--- src/rtl/mp_pkg.sv ---
// mp_pkg: shared definitions for sync-side endpoints of two-phase
// (transition-signalling) bundled-data micropipelines.
//   MP_DW           default data word width
//   MP_SYNC_STAGES  default depth of the request synchroniser
//   phase_t         1-bit two-phase request/acknowledge level
//   phase_mismatch  true when a request phase differs from the local ack
//                   phase, i.e. a word is outstanding
package mp_pkg;

    localparam int unsigned MP_DW          = 8;
    localparam int unsigned MP_SYNC_STAGES = 2;

    typedef logic phase_t;

    // Two-phase signalling carries events as level differences, so
    // "request pending" is a comparison of levels, never an edge.
    function automatic logic phase_mismatch(input phase_t req, input phase_t ack);
        return req != ack;
    endfunction

endpackage

--- src/rtl/mp_sync.sv ---
// mp_sync: STAGES-deep flop synchroniser for a single asynchronous level.
//   clk  in   sampling clock
//   rst  in   asynchronous active-high reset, all stages cleared to 0
//   d    in   asynchronous input level
//   q    out  synchronised level, STAGES rising edges after d settles
module mp_sync
    import mp_pkg::*;
#(
    parameter int unsigned STAGES = MP_SYNC_STAGES
) (
    input  logic clk,
    input  logic rst,
    input  logic d,
    output logic q
);

    logic [STAGES-1:0] sr;

    always_ff @(posedge clk or posedge rst) begin
        if (rst) begin
            sr <= '0;
        end else begin
            sr <= {sr[STAGES-2:0], d};
        end
    end

    assign q = sr[STAGES-1];

endmodule

--- src/rtl/mp_sync_receiver.sv ---
// mp_sync_receiver: clocked terminus of a two-phase bundled-data micropipeline.
// Each req_in transition offers one data_in word. The request is synchronised,
// the word is captured into a DEPTH-entry FIFO, ack_out toggles once per
// accepted word and the FIFO head is offered on a valid/ready port.
//   clk        in   single clock, all state on the rising edge
//   rst        in   asynchronous active-high reset
//   req_in     in   two-phase request, one transition per word
//   data_in    in   bundled data, stable until the matching ack_out transition
//   ack_out    out  two-phase acknowledge
//   out_valid  out  FIFO head available
//   out_data   out  FIFO head word
//   out_ready  in   sink accepts the head when out_valid & out_ready at an edge
//   stall      out  word pending but FIFO full (ack withheld)
module mp_sync_receiver
    import mp_pkg::*;
#(
    parameter int unsigned DW          = MP_DW,
    parameter int unsigned SYNC_STAGES = MP_SYNC_STAGES,
    parameter int unsigned DEPTH       = 2
) (
    input  logic          clk,
    input  logic          rst,
    input  logic          req_in,
    input  logic [DW-1:0] data_in,
    output logic          ack_out,
    output logic          out_valid,
    output logic [DW-1:0] out_data,
    input  logic          out_ready,
    output logic          stall
);

    localparam int unsigned AW         = $clog2(DEPTH);
    localparam logic [AW:0] FULL_COUNT = (AW + 1)'(DEPTH);

    logic [DW-1:0] mem [DEPTH];
    logic [AW-1:0] wr_ptr;
    logic [AW-1:0] rd_ptr;
    logic [AW:0]   count;
    phase_t        req_s;
    phase_t        ack;

    logic full;
    logic pending;
    logic push;
    logic pop;

    mp_sync #(
        .STAGES(SYNC_STAGES)
    ) u_sync (
        .clk(clk),
        .rst(rst),
        .d  (req_in),
        .q  (req_s)
    );

    // Full comes from the registered count, so a pop in the same cycle
    // cannot free a slot for a push; the push follows one cycle later.
    assign full    = (count == FULL_COUNT);
    assign pending = phase_mismatch(req_s, ack);
    assign push    = pending & ~full;
    assign pop     = out_valid & out_ready;

    // Toggling ack on push makes req_s == ack afterwards, so one request
    // phase can never be captured twice.
    always_ff @(posedge clk or posedge rst) begin
        if (rst) begin
            wr_ptr <= '0;
            rd_ptr <= '0;
            count  <= '0;
            ack    <= 1'b0;
        end else begin
            if (push) begin
                wr_ptr <= wr_ptr + AW'(1);
                ack    <= ~ack;
            end
            if (pop) begin
                rd_ptr <= rd_ptr + AW'(1);
            end
            case ({push, pop})
                2'b10:   count <= count + (AW + 1)'(1);
                2'b01:   count <= count - (AW + 1)'(1);
                default: count <= count;
            endcase
        end
    end

    // data_in is sampled without synchronisation: the bundling constraint
    // plus the synchroniser delay guarantee it has settled by the push edge.
    always_ff @(posedge clk or posedge rst) begin
        if (rst) begin
            for (int unsigned i = 0; i < DEPTH; i++) begin
                mem[i] <= '0;
            end
        end else if (push) begin
            mem[wr_ptr] <= data_in;
        end
    end

    assign ack_out   = ack;
    assign out_valid = (count != '0);
    assign out_data  = mem[rd_ptr];
    assign stall     = pending & full;

endmodule
--- config.mk ---
export PLATFORM = sky130hd
export DESIGN_NAME = mp_sync_receiver
export DESIGN_NICKNAME = d
export VERILOG_FILES = /design/src/rtl/mp_pkg.sv /design/src/rtl/mp_sync.sv /design/src/rtl/mp_sync_receiver.sv
export SDC_FILE = /design/constraint.sdc
export NUM_CORES = 1
export LEC_CHECK = 0
export ABC_AREA = 1
export BUFFER_PORTS_ARGS = -buffer_cell sky130_fd_sc_hd__buf_2
export CAP_MARGIN = 20
export CORE_ASPECT_RATIO = 1.2
export CORE_UTILIZATION = 47
export CTS_CLUSTER_SIZE = 12
export DETAILED_ROUTE_END_ITERATION = 8
export PLACE_DENSITY = 0.73
export SLEW_MARGIN = 20
export SYNTH_ARGS = -nofsm -noshare
export SYNTH_HDL_FRONTEND = slang
export SYNTH_HIERARCHICAL = 1
export SYNTH_SLANG_ARGS = --single-unit
--- constraint.sdc ---
create_clock -name clk -period 1.5 [get_ports clk]
set_input_delay 0.3 -clock clk [delete_from_list [all_inputs] [get_ports clk]]
set_output_delay 0.3 -clock clk [all_outputs]
set_load 0.1 [all_outputs]
# --- Word-level counts from Yosys, hierarchy flattened ---
# Cells that the tools add are included.
op_classes:
  n_reduce_logical: 3
  muxes: 7
  n_eq_ne: 4
  bitwise: 7
  n_lt_le_gt_ge: 3
  addsub: 4
ops:
  columns: ["op", "n"]
  rows:
  - ["$mux W8", 4]
  - ["$bwmux W16", 1]
  - ["$demux W8 S1", 1]
  - ["$eq A2 B2 Y1 const B", 2]
  - ["$ge A2 B2 Y1 const B", 2]
  - ["$not A1 Y2", 2]
  - ["$pmux W2 S2", 1]
  - ["$reduce_bool A2 Y1", 2]
  - ["$and A1 B1 Y1", 3]
  - ["$add A1 B1 Y1 const B", 2]
  - ["$add A2 B1 Y2 const B", 1]
  - ["$eq A2 B1 Y1 const B", 1]
  - ["$lt A2 B1 Y1 const B", 1]
  - ["$not A1 Y1", 2]
  - ["$sub A2 B1 Y2 const B", 1]
  - ["$logic_and A1 B1 Y1", 1]
  - ["$ne A1 B1 Y1", 1]
totals:
  ff_bits: 23
  word_cells: 35
  out_inout_bits: 11
  in_bits: 12

# --- Depth between registers and ports, before layout ---
# Gate-level depths: netlist (run 1).
logic_depth:
  ltp_word: 6
  mapped_depth: 9

# --- Cells and area by module ---
# The synthesis (run 1) kept the hierarchy.
modules_own_cells:
  columns: ["module", "instances", "cells_each", "seq_area_each_um2", "area_per_inst_um2"]
  rows:
  - ["mp_sync_receiver", 1, 130, 525.5, 1053.5]
  - ["mp_sync", 1, 3, 50.0, 53.8]

# --- Worst setup path before layout (run 1) ---
# Ideal clock, no wire load.
synth_timing:
  kind: "reg-to-output"
  from: "register ack (netlist: ack_out)"
  to: "output stall"
  stages_incl_launch_ff: 3
  required_time_ps: 1200
  path_buffers: 0
  arrival_time_ps: 2712
  setup_slack_ps: -1512
  path_cell_list: "dfrtp_1 -> nand2_1 -> a21oi_1"
synth_between:
  elab_chain_cells: 2
synth_lines:
  columns: ["item", "line", "rtl"]
  rows:
  - ["start: declaration", "mp_sync_receiver.sv:40", "phase_t ack;"]
  - ["start signal: assignment", "mp_sync_receiver.sv:74", "ack <= ~ack;"]
  - ["$ne A1 B1 Y1", "mp_pkg.sv:18", "return req != ack;"]
  - ["$and A1 B1 Y1", "mp_sync_receiver.sv:102", "assign stall = pending & full;"]
  - ["end: declaration", "mp_sync_receiver.sv:29", "output logic stall"]
# No other way between the ends.

# --- Worst setup path after layout (run 1) ---
# Ends and elaborated chain as after synthesis.

==> results_tabular.tex, run 1 <==
\begin{tabular}{lr}
\hline
Metric & Value \\
\hline
\multicolumn{2}{l}{\textbf{Outcome}} \\
Run status & finished, violations left \\
Failing checks & setup timing \\
\multicolumn{2}{l}{\textbf{Die}} \\
Initial Util & 51.8\% \\
DIE HEIGHT & 55.2 um \\
Die area & 0.00255 mm\^{}2 \\
Die width & 46.3 um \\
Area inside the core boundary & 0.00214 mm\^{}2 \\
I/O pin count & 23 \\
Rows & 18 \\
\multicolumn{2}{l}{\textbf{Yosys}} \\
Area share of the largest cell type after synthesis & 52.0\% \\
Synthesized instance count & 133 \\
Post-synthesis cell type with the largest combined area & dfrtp\_1 \\
Sequential element share of the synthesized area & 52.0\% \\
Number of distinct library cells after synthesis & 18 \\
Number of warnings issued by yosys & 6 \\
Cell types occupying the most area after synthesis & dfrtp\_1, nand2\_1, nand4\_1 \\
Most used flip-flop cell after synthesis & dfrtp\_1 \\
Commonest cells in the synthesized netlist & nand2\_1, dfrtp\_1, nand4\_1, inv\_1 \\
Post-Syn Nets & 146 \\
Count leader, synth & nand2\_1 \\
Post-synthesis sequential element count & 23 \\
Count of flip-flops with a built-in enable after synthesis & 0 \\
Async set-reset flop share out of synthesis & 100\% \\
Mean instance size in the synthesized netlist & 8.33 um\^{}2 \\
Combined area of all synthesized cells & 0.00111 mm\^{}2 \\
\multicolumn{2}{l}{\textbf{Setup path}} \\
Type of origin of the critical path & flip-flop \\
Maximum net fanout on the critical path & 2 \\
Critical path data required time & 1.20 ns \\
Largest incremental delay on the critical path & 0.45 ns \\
Kind of end point of the critical path & primary output \\
Cell chain of the critical path & buf\_6, nand2\_8, a21oi\_4, buf\_12 \\
Worst EP arrival & 1.28 ns \\
Critical register-to-register path startpoint & ack\_out \\
Critical path's slowest cell & dfrtp\_4 \\
Path type of the worst setup path & reg -> out \\
Setup slack of the most critical reg-to-reg path & -0.04 ns \\
Endpoint of the lowest-slack register-to-register path & count[1] \\
FF-to-FF path depth & 10 \\
\multicolumn{2}{l}{\textbf{Final layout}} \\
Number of antenna repair diodes & 0 \\
Multi-input logic area & 582 um\^{}2 \\
Ratio of cells with drive above 1 in the final layout & 42.3\% \\
Area taken by flip-flops and latches & 581 um\^{}2 \\
Layout Area Growth over Synthesis & 50.1\% \\
Filler instances & 151 \\
Area of all placed cells without fillers & 0.00166 mm\^{}2 \\
Total number of nets in the final design & 182 \\
\multicolumn{2}{l}{\textbf{Drt}} \\
Met2 wire length & 1410 um \\
Detailed Routing Iterations Pass 1 & 4 \\
Via density & 5.11 \\
Number of antenna-violating nets in the routed design & 0 \\
Met1 Wirelength & 1030 um \\
Uppermost layer routed & met4 \\
Drt initial violations & 22 \\
Sum of routed wire length over all layers & 2580 um \\
Met3 routed WL & 113 um \\
Number of design rule violations left after detail routing & 0 \\
Via count of the routed design & 1011 \\
Routed length per instance & 13.0 um \\
\multicolumn{2}{l}{\textbf{Timing}} \\
Worst clock skew on the final layout & 0.00393 ns \\
Final Hold Vio Count & 0 \\
Final setup margin & -0.0840 ns \\
Final Max Tran Viols & 0 \\
Highest clock rate & 631 MHz \\
Max transition margin & 81.8\% \\
Actual transition at the worst max-transition pin & 0.271 ns \\
Unrepaired setup endpoints after global routing & yes \\
Final setup viols & 10 \\
Final worst-path cycle share & 106\% \\
Worst hold slack & 0.101 ns \\
Minimum clock period & 1.58 ns \\
\multicolumn{2}{l}{\textbf{Global route}} \\
Largest net degree at the start of global routing & 22 \\
Antenna violations before repair & 0 \\
Global route overflow & 0 \\
Vias in the first global route & 966 \\
Aggregate global-route resource usage & 22.5\% \\
Wire length of the first global-routing pass & 4060 um \\
\multicolumn{2}{l}{\textbf{Run}} \\
Max-cap violations & 0 \\
\multicolumn{2}{l}{\textbf{Placed design}} \\
Post-DP HPWL & 1720 um \\
Port buffer count & 22 \\
Cell Area, Placed & 0.00149 mm\^{}2 \\
Final weighted congestion in routability-driven placement & 0.752 \\
\multicolumn{2}{l}{\textbf{Clock network}} \\
Library cell used as clock root buffer & clkbuf\_4 \\
Max clock buf depth & 2 \\
Clk sinks & 23 \\
CTS tree & yes \\
Clock edge transition at the registers on the reported setup and hold paths & 0.12 ns \\
Total number of H-tree levels & 1 \\
Worst-Skew Late Latency & 0.31 ns \\
TritonCTS buffer count & 3 \\
\multicolumn{2}{l}{\textbf{Worst hold path}} \\
Worst-case hold path end point & u\_sync/sr[0] \\
Worst hold path stage count & 1 \\
Critical hold path startpoint & req\_in \\
Hold Path Class & in -> reg \\
\hline
\end{tabular}
==> through the flow <==
stage	std cells	utilization, %	TNS, ns	worst slack (ns)
2_1_floorplan	133	-	-0.249	-0.165
3_3_place_gp	187	69.6	0	0.105
3_5_place_dp	187	69.6	0	0.0494
4_1_cts	195	74.4	-0.506	-0.0988
5_1_grt	198	77.7	-0.869	-0.124
6_report	198	77.7	-0.438	-0.0840
==> flip-flops by register name (all words and copies together) (netlist names) <==
| register | cells |
|---|---|
| wr_ptr | 1 |
| u_sync/sr | 2 |
| rd_ptr | 1 |
| ack_out | 1 |
| count | 2 |
| mem | 16 |
==> timing repair <==
item                                    in CTS  in global routing
endpoints found under the setup margin       9                 13
resized for setup                           14                  7
pin swaps                                   15                  4
hold buffers                                 1                  0
setup buffers                                3                  3
endpoints found under the hold margin        2                  0
==> worst max-delay path: cells and delay by family, from the launching register on <==
| family | cells | cell delay [ns] |
|---|---|---|
| simple gates | 1 | 0.05 |
| flops | 1 | 0.45 |
| compound gates | 1 | 0.17 |
| buf+inv | 2 | 0.31 |
==> layout by cell type, fill, tap and decap left out <==
cell type / netlist / final
xor2_1: 1 / 1
inv_1: 6 / 5
o21ai_0: 1 / 1
buf_4: 2 / 11
nand2_2: 0 / 16
dlygate4sd3_1: 0 / 1
clkinv_1: 2 / 1
clkbuf_4: 0 / 3
buf_2: 1 / 11
inv_4: 0 / 1
ha_4: 0 / 1
xnor2_1: 1 / 1
nand2_1: 67 / 47
nand3_4: 0 / 1
or2_4: 0 / 1
dfrtp_1: 23 / 21
clkbuf_1: 0 / 1
a21oi_4: 0 / 1
nand3_2: 2 / 1
inv_2: 2 / 2
clkinv_4: 0 / 1
nand3_1: 1 / 1
dfrtp_2: 0 / 1
dfrtp_4: 0 / 1
buf_6: 2 / 2
nand4_1: 17 / 17
nand2_4: 2 / 3
buf_12: 0 / 11
nand2_8: 0 / 3
==> cells by family (layout without fill, tap and decap cells) <==
logic type	Yosys count	count (layout)	synth area share [%]
AO/OA/AOI/OAI	2	2	0.903
buffers and inverters	15	50	7.23
AND/OR/NAND/NOR	90	90	37.2
XOR/XNOR	2	2	1.58
adder cells (fa/ha/maj)	1	1	1.13
flip-flops	23	23	52.0
==> how the worst max path moves through the flow <==
stage	slack (ns)	to	from	depth (start not counted)
2_1_floorplan	-0.16	stall	ack_out	3
3_3_place_gp	0.10	count[1]	ack_out	8
3_5_place_dp	0.05	count[1]	ack_out	8
4_1_cts	-0.1	stall	ack_out	4
5_1_grt	-0.12	count[1]	ack_out	10
6_report	-0.08	stall	ack_out	4
==> metal layers <==
metal | global-route usage (%) | vias up
li1 | - | 500
met1 | 25.6 | 475
met2 | 43.1 | 31
met3 | 1.95 | 5
met4 | 7.35 | 0
met5 | 0 | -
==> area by class of cell <==
type	count	area share, %
Clock buffer	4	1.58
Inverter	10	2.71
Multi-Input combinational cell	95	35.0
Sequential cell	23	34.9
Tap cell	30	2.26
Timing Repair Buffer	36	23.5
Power of run 1 is not shown: default switching activity piles up to over one toggle a cycle in this logic, so the estimate is an artifact.
==> inputs of run 2 (changes only) <==
--- a/config.mk
+++ b/config.mk
@@ -5,14 +5,14 @@
 export SDC_FILE = /design/constraint.sdc
 export NUM_CORES = 1
 export LEC_CHECK = 0
-export ABC_AREA = 1
+export ABC_AREA = 0
 export BUFFER_PORTS_ARGS = -buffer_cell sky130_fd_sc_hd__buf_2
 export CAP_MARGIN = 20
 export CORE_ASPECT_RATIO = 1.2
-export CORE_UTILIZATION = 47
+export CORE_UTILIZATION = 46
 export CTS_CLUSTER_SIZE = 12
 export DETAILED_ROUTE_END_ITERATION = 8
-export PLACE_DENSITY = 0.73
+export PLACE_DENSITY = 0.72
 export SLEW_MARGIN = 20
 export SYNTH_ARGS = -nofsm -noshare
 export SYNTH_HDL_FRONTEND = slang
==> run 2 against run 1 <==
Net effect:
- the run still ends with setup timing left
- global-route usage fell by 4.2 points
- non-clock buffer count fell by 3
- final area fell by 6.0%
- count of clock-buffer cells in the layout did not move
- core utilization fell by 1.5 points
- via count fell by 35%
- worst setup slack got worse by 0.13 ns
- worst hold slack got worse by 0.0053 ns
- synthesized cell count fell by 49%
- critical endpoint is now out_data[1]
==> results_tabular.tex, run 2 <==
\begin{tabular}{lr}
\hline
Metric & Value \\
\hline
\multicolumn{2}{l}{\textbf{Outcome}} \\
Run status & finished, violations left \\
Failing checks & setup timing \\
\multicolumn{2}{l}{\textbf{Worst hold path}} \\
Critical hold path startpoint & req\_in \\
Worst hold path stage count & 1 (unchanged) \\
Hold Path Class & in -> reg \\
Worst-case hold path end point & u\_sync/sr[0] \\
\multicolumn{2}{l}{\textbf{Yosys}} \\
Combined area of all synthesized cells & 0.00101 mm\^{}2 (-9.2\%) \\
Mean instance size in the synthesized netlist & 14.8 um\^{}2 (+78\%) \\
Count leader, synth & mux2\_2 \\
Post-Syn Nets & 81 (-45\%) \\
Number of distinct library cells after synthesis & 15 (-3) \\
Cell types occupying the most area after synthesis & dfrtp\_1, mux2\_2, xnor2\_1 \\
Sequential element share of the synthesized area & 57.2\% (+5.2 points) \\
Most used flip-flop cell after synthesis & dfrtp\_1 \\
Async set-reset flop share out of synthesis & 100\% (unchanged) \\
Commonest cells in the synthesized netlist & mux2\_2, dfrtp\_1, xnor2\_1, xor2\_1 \\
Count of flip-flops with a built-in enable after synthesis & 0 (unchanged) \\
Number of warnings issued by yosys & 6 (unchanged) \\
Post-synthesis sequential element count & 23 (unchanged) \\
Area share of the largest cell type after synthesis & 57.2\% (+5.2 points) \\
Post-synthesis cell type with the largest combined area & dfrtp\_1 \\
Synthesized instance count & 68 (-49\%) \\
\multicolumn{2}{l}{\textbf{Die}} \\
Die area & 0.00238 mm\^{}2 (-6.9\%) \\
Initial Util & 49.1\% (-2.7 points) \\
I/O pin count & 23 (unchanged) \\
Die width & 44.7 um (-3.5\%) \\
Area inside the core boundary & 0.00205 mm\^{}2 (-4.2\%) \\
Rows & 18 (unchanged) \\
DIE HEIGHT & 53.2 um (-3.5\%) \\
\multicolumn{2}{l}{\textbf{Timing}} \\
Final worst-path cycle share & 114\% (+8.6 points) \\
Final setup viols & 17 (+7) \\
Max transition margin & 82.2\% (+0.43 points) \\
Minimum clock period & 1.71 ns (+0.129 ns) \\
Actual transition at the worst max-transition pin & 0.266 ns (-0.00477 ns) \\
Final Max Tran Viols & 0 (unchanged) \\
Highest clock rate & 584 MHz (-7.5\%) \\
Final Hold Vio Count & 0 (unchanged) \\
Total negative slack & -1.71 ns (-1.28 ns) \\
Worst clock skew on the final layout & 0.00530 ns (+0.00137 ns) \\
Final setup margin & -0.213 ns (-0.129 ns) \\
Unrepaired setup endpoints after global routing & yes \\
\multicolumn{2}{l}{\textbf{Drt}} \\
Detailed Routing Iterations Pass 1 & 4 (unchanged) \\
Drt initial violations & 4 (-82\%) \\
Sum of routed wire length over all layers & 1860 um (-28\%) \\
Uppermost layer routed & met4 \\
Met2 wire length & 960 um (-32\%) \\
Number of antenna-violating nets in the routed design & 0 (unchanged) \\
Routed length per instance & 13.9 um (+6.3\%) \\
Met1 Wirelength & 783 um (-24\%) \\
Via count of the routed design & 654 (-35\%) \\
Met3 routed WL & 82 um (-27\%) \\
Number of design rule violations left after detail routing & 0 (unchanged) \\
Via density & 4.88 (-4.4\%) \\
\multicolumn{2}{l}{\textbf{Placed design}} \\
Final weighted congestion in routability-driven placement & 0.675 (-10\%) \\
Post-DP HPWL & 1310 um (-24\%) \\
Port buffer count & 22 (unchanged) \\
Worst slack after detailed placement & -0.0124 ns (-0.0618 ns) \\
\multicolumn{2}{l}{\textbf{Setup path}} \\
Critical register-to-register path startpoint & count[0] \\
Maximum net fanout on the critical path & 6 (+4) \\
Critical path data required time & 1.20 ns (about the same) \\
Kind of end point of the critical path & primary output \\
Type of origin of the critical path & flip-flop \\
Setup slack of the most critical reg-to-reg path & -0.03 ns (about the same) \\
FF-to-FF path depth & 5 (-5) \\
Path type of the worst setup path & reg -> out \\
Worst EP arrival & 1.41 ns (+0.13 ns) \\
Endpoint of the lowest-slack register-to-register path & mem[13] \\
\multicolumn{2}{l}{\textbf{Final layout}} \\
Commonest non-fill, non-tap cell in the layout & dfrtp\_1 \\
Leading registers by flop count & mem (16), count (2), u\_sync/sr (2) \\
Area taken by flip-flops and latches & 582 um\^{}2 (+0.22\%) \\
Number of antenna repair diodes & 0 (unchanged) \\
Largest register FFs & 16 (unchanged) \\
Ratio of cells with drive above 1 in the final layout & 73.1\% (+31 points) \\
Most frequent cells in the layout & dfrtp\_1, mux2\_4, mux2\_2 \\
Multi-input logic area & 547 um\^{}2 (-6.0\%) \\
Total number of nets in the final design & 118 (-35\%) \\
Layout Area Growth over Synthesis & 55.2\% \\
Filler instances & 118 (-22\%) \\
Top reg by flops & mem \\
\multicolumn{2}{l}{\textbf{Clock network}} \\
Total number of H-tree levels & 1 (unchanged) \\
CTS tree & yes \\
Library cell used as clock root buffer & clkbuf\_4 \\
Max clock buf depth & 2 (unchanged) \\
TritonCTS buffer count & 3 (unchanged) \\
Worst-Skew Late Latency & 0.31 ns (about the same) \\
Clock edge transition at the registers on the reported setup and hold paths & 0.12 ns (about the same) \\
Clk sinks & 23 (unchanged) \\
\multicolumn{2}{l}{\textbf{Global route}} \\
Wire length of the first global-routing pass & 2990 um (-26\%) \\
Aggregate global-route resource usage & 18.3\% (-4.2 points) \\
Vias in the first global route & 682 (-29\%) \\
Global route overflow & 0 (unchanged) \\
Largest net degree at the start of global routing & 22 (unchanged) \\
Antenna violations before repair & 0 (unchanged) \\
\multicolumn{2}{l}{\textbf{Run}} \\
Max-cap violations & 0 (unchanged) \\
\hline
\end{tabular}
-- run 2: repair_timing --
action | in CTS | in global routing
gates resized for setup | 12 | 14
endpoints found under the hold margin | 2 | 0
hold buffers | 1 | 0
pin swaps | 3 | 6
setup endpoints to repair | 10 | 20
buffers inserted | 4 | 1
-- run 2: logic make-up (layout without fill, tap and decap cells) --
family,after synthesis,after routing,share of synthesized area [%]
fa+ha+maj,1,1,1.24
mux,25,25,28.0
simple gates,9,9,6.35
flops,23,23,57.2
xor+xnor,7,7,6.09
buf+inv,3,39,1.12
-- run 2: how the worst max path moves through the flow --
stage,to,slack (ns),start
floorplan,stall,-0.11,ack_out
global placement,count[1],0.03,ack_out
detailed placement,count[1],-0.01,ack_out
CTS,out_data[3],-0.23,rd_ptr
global route,out_data[1],-0.26,rd_ptr
finish,out_data[1],-0.21,rd_ptr
-- run 2: routing by layer --
layer  GRT usage [%]  vias to the layer above
li1                -                      307
met1            21.9                      315
met2            30.1                       28
met3            2.73                        4
met4            12.1                        0
met5               0                        -
-- run 2: critical path, cell delays in order, from the launching register on --
cell,delay [ns]
dfrtp_2,0.49
buf_6,0.15
mux2_4,0.30
buf_12,0.17
-- run 2: cell type report --
| class | count | area share, % |
|---|---|---|
| clock buffer | 4 | 1.68 |
| inverter | 2 | 0.481 |
| sequential | 23 | 37.3 |
| multi-input combinational | 42 | 35.0 |
| timing repair buffer | 33 | 23.2 |
| tap | 30 | 2.40 |
-- run 2: metrics by stage --
stage	hold WS (ns)	util [%]	instance area (um^2)	instances
floorplan	0.0412	-	1070	68
global placement	0.156	67.6	1390	124
detailed placement	0.160	67.6	1390	124
CTS	0.0780	73.0	1500	133
global route	0.0759	76.2	1560	134
finish	0.0955	76.2	1560	134
Power of run 2 is left out for the same reason.
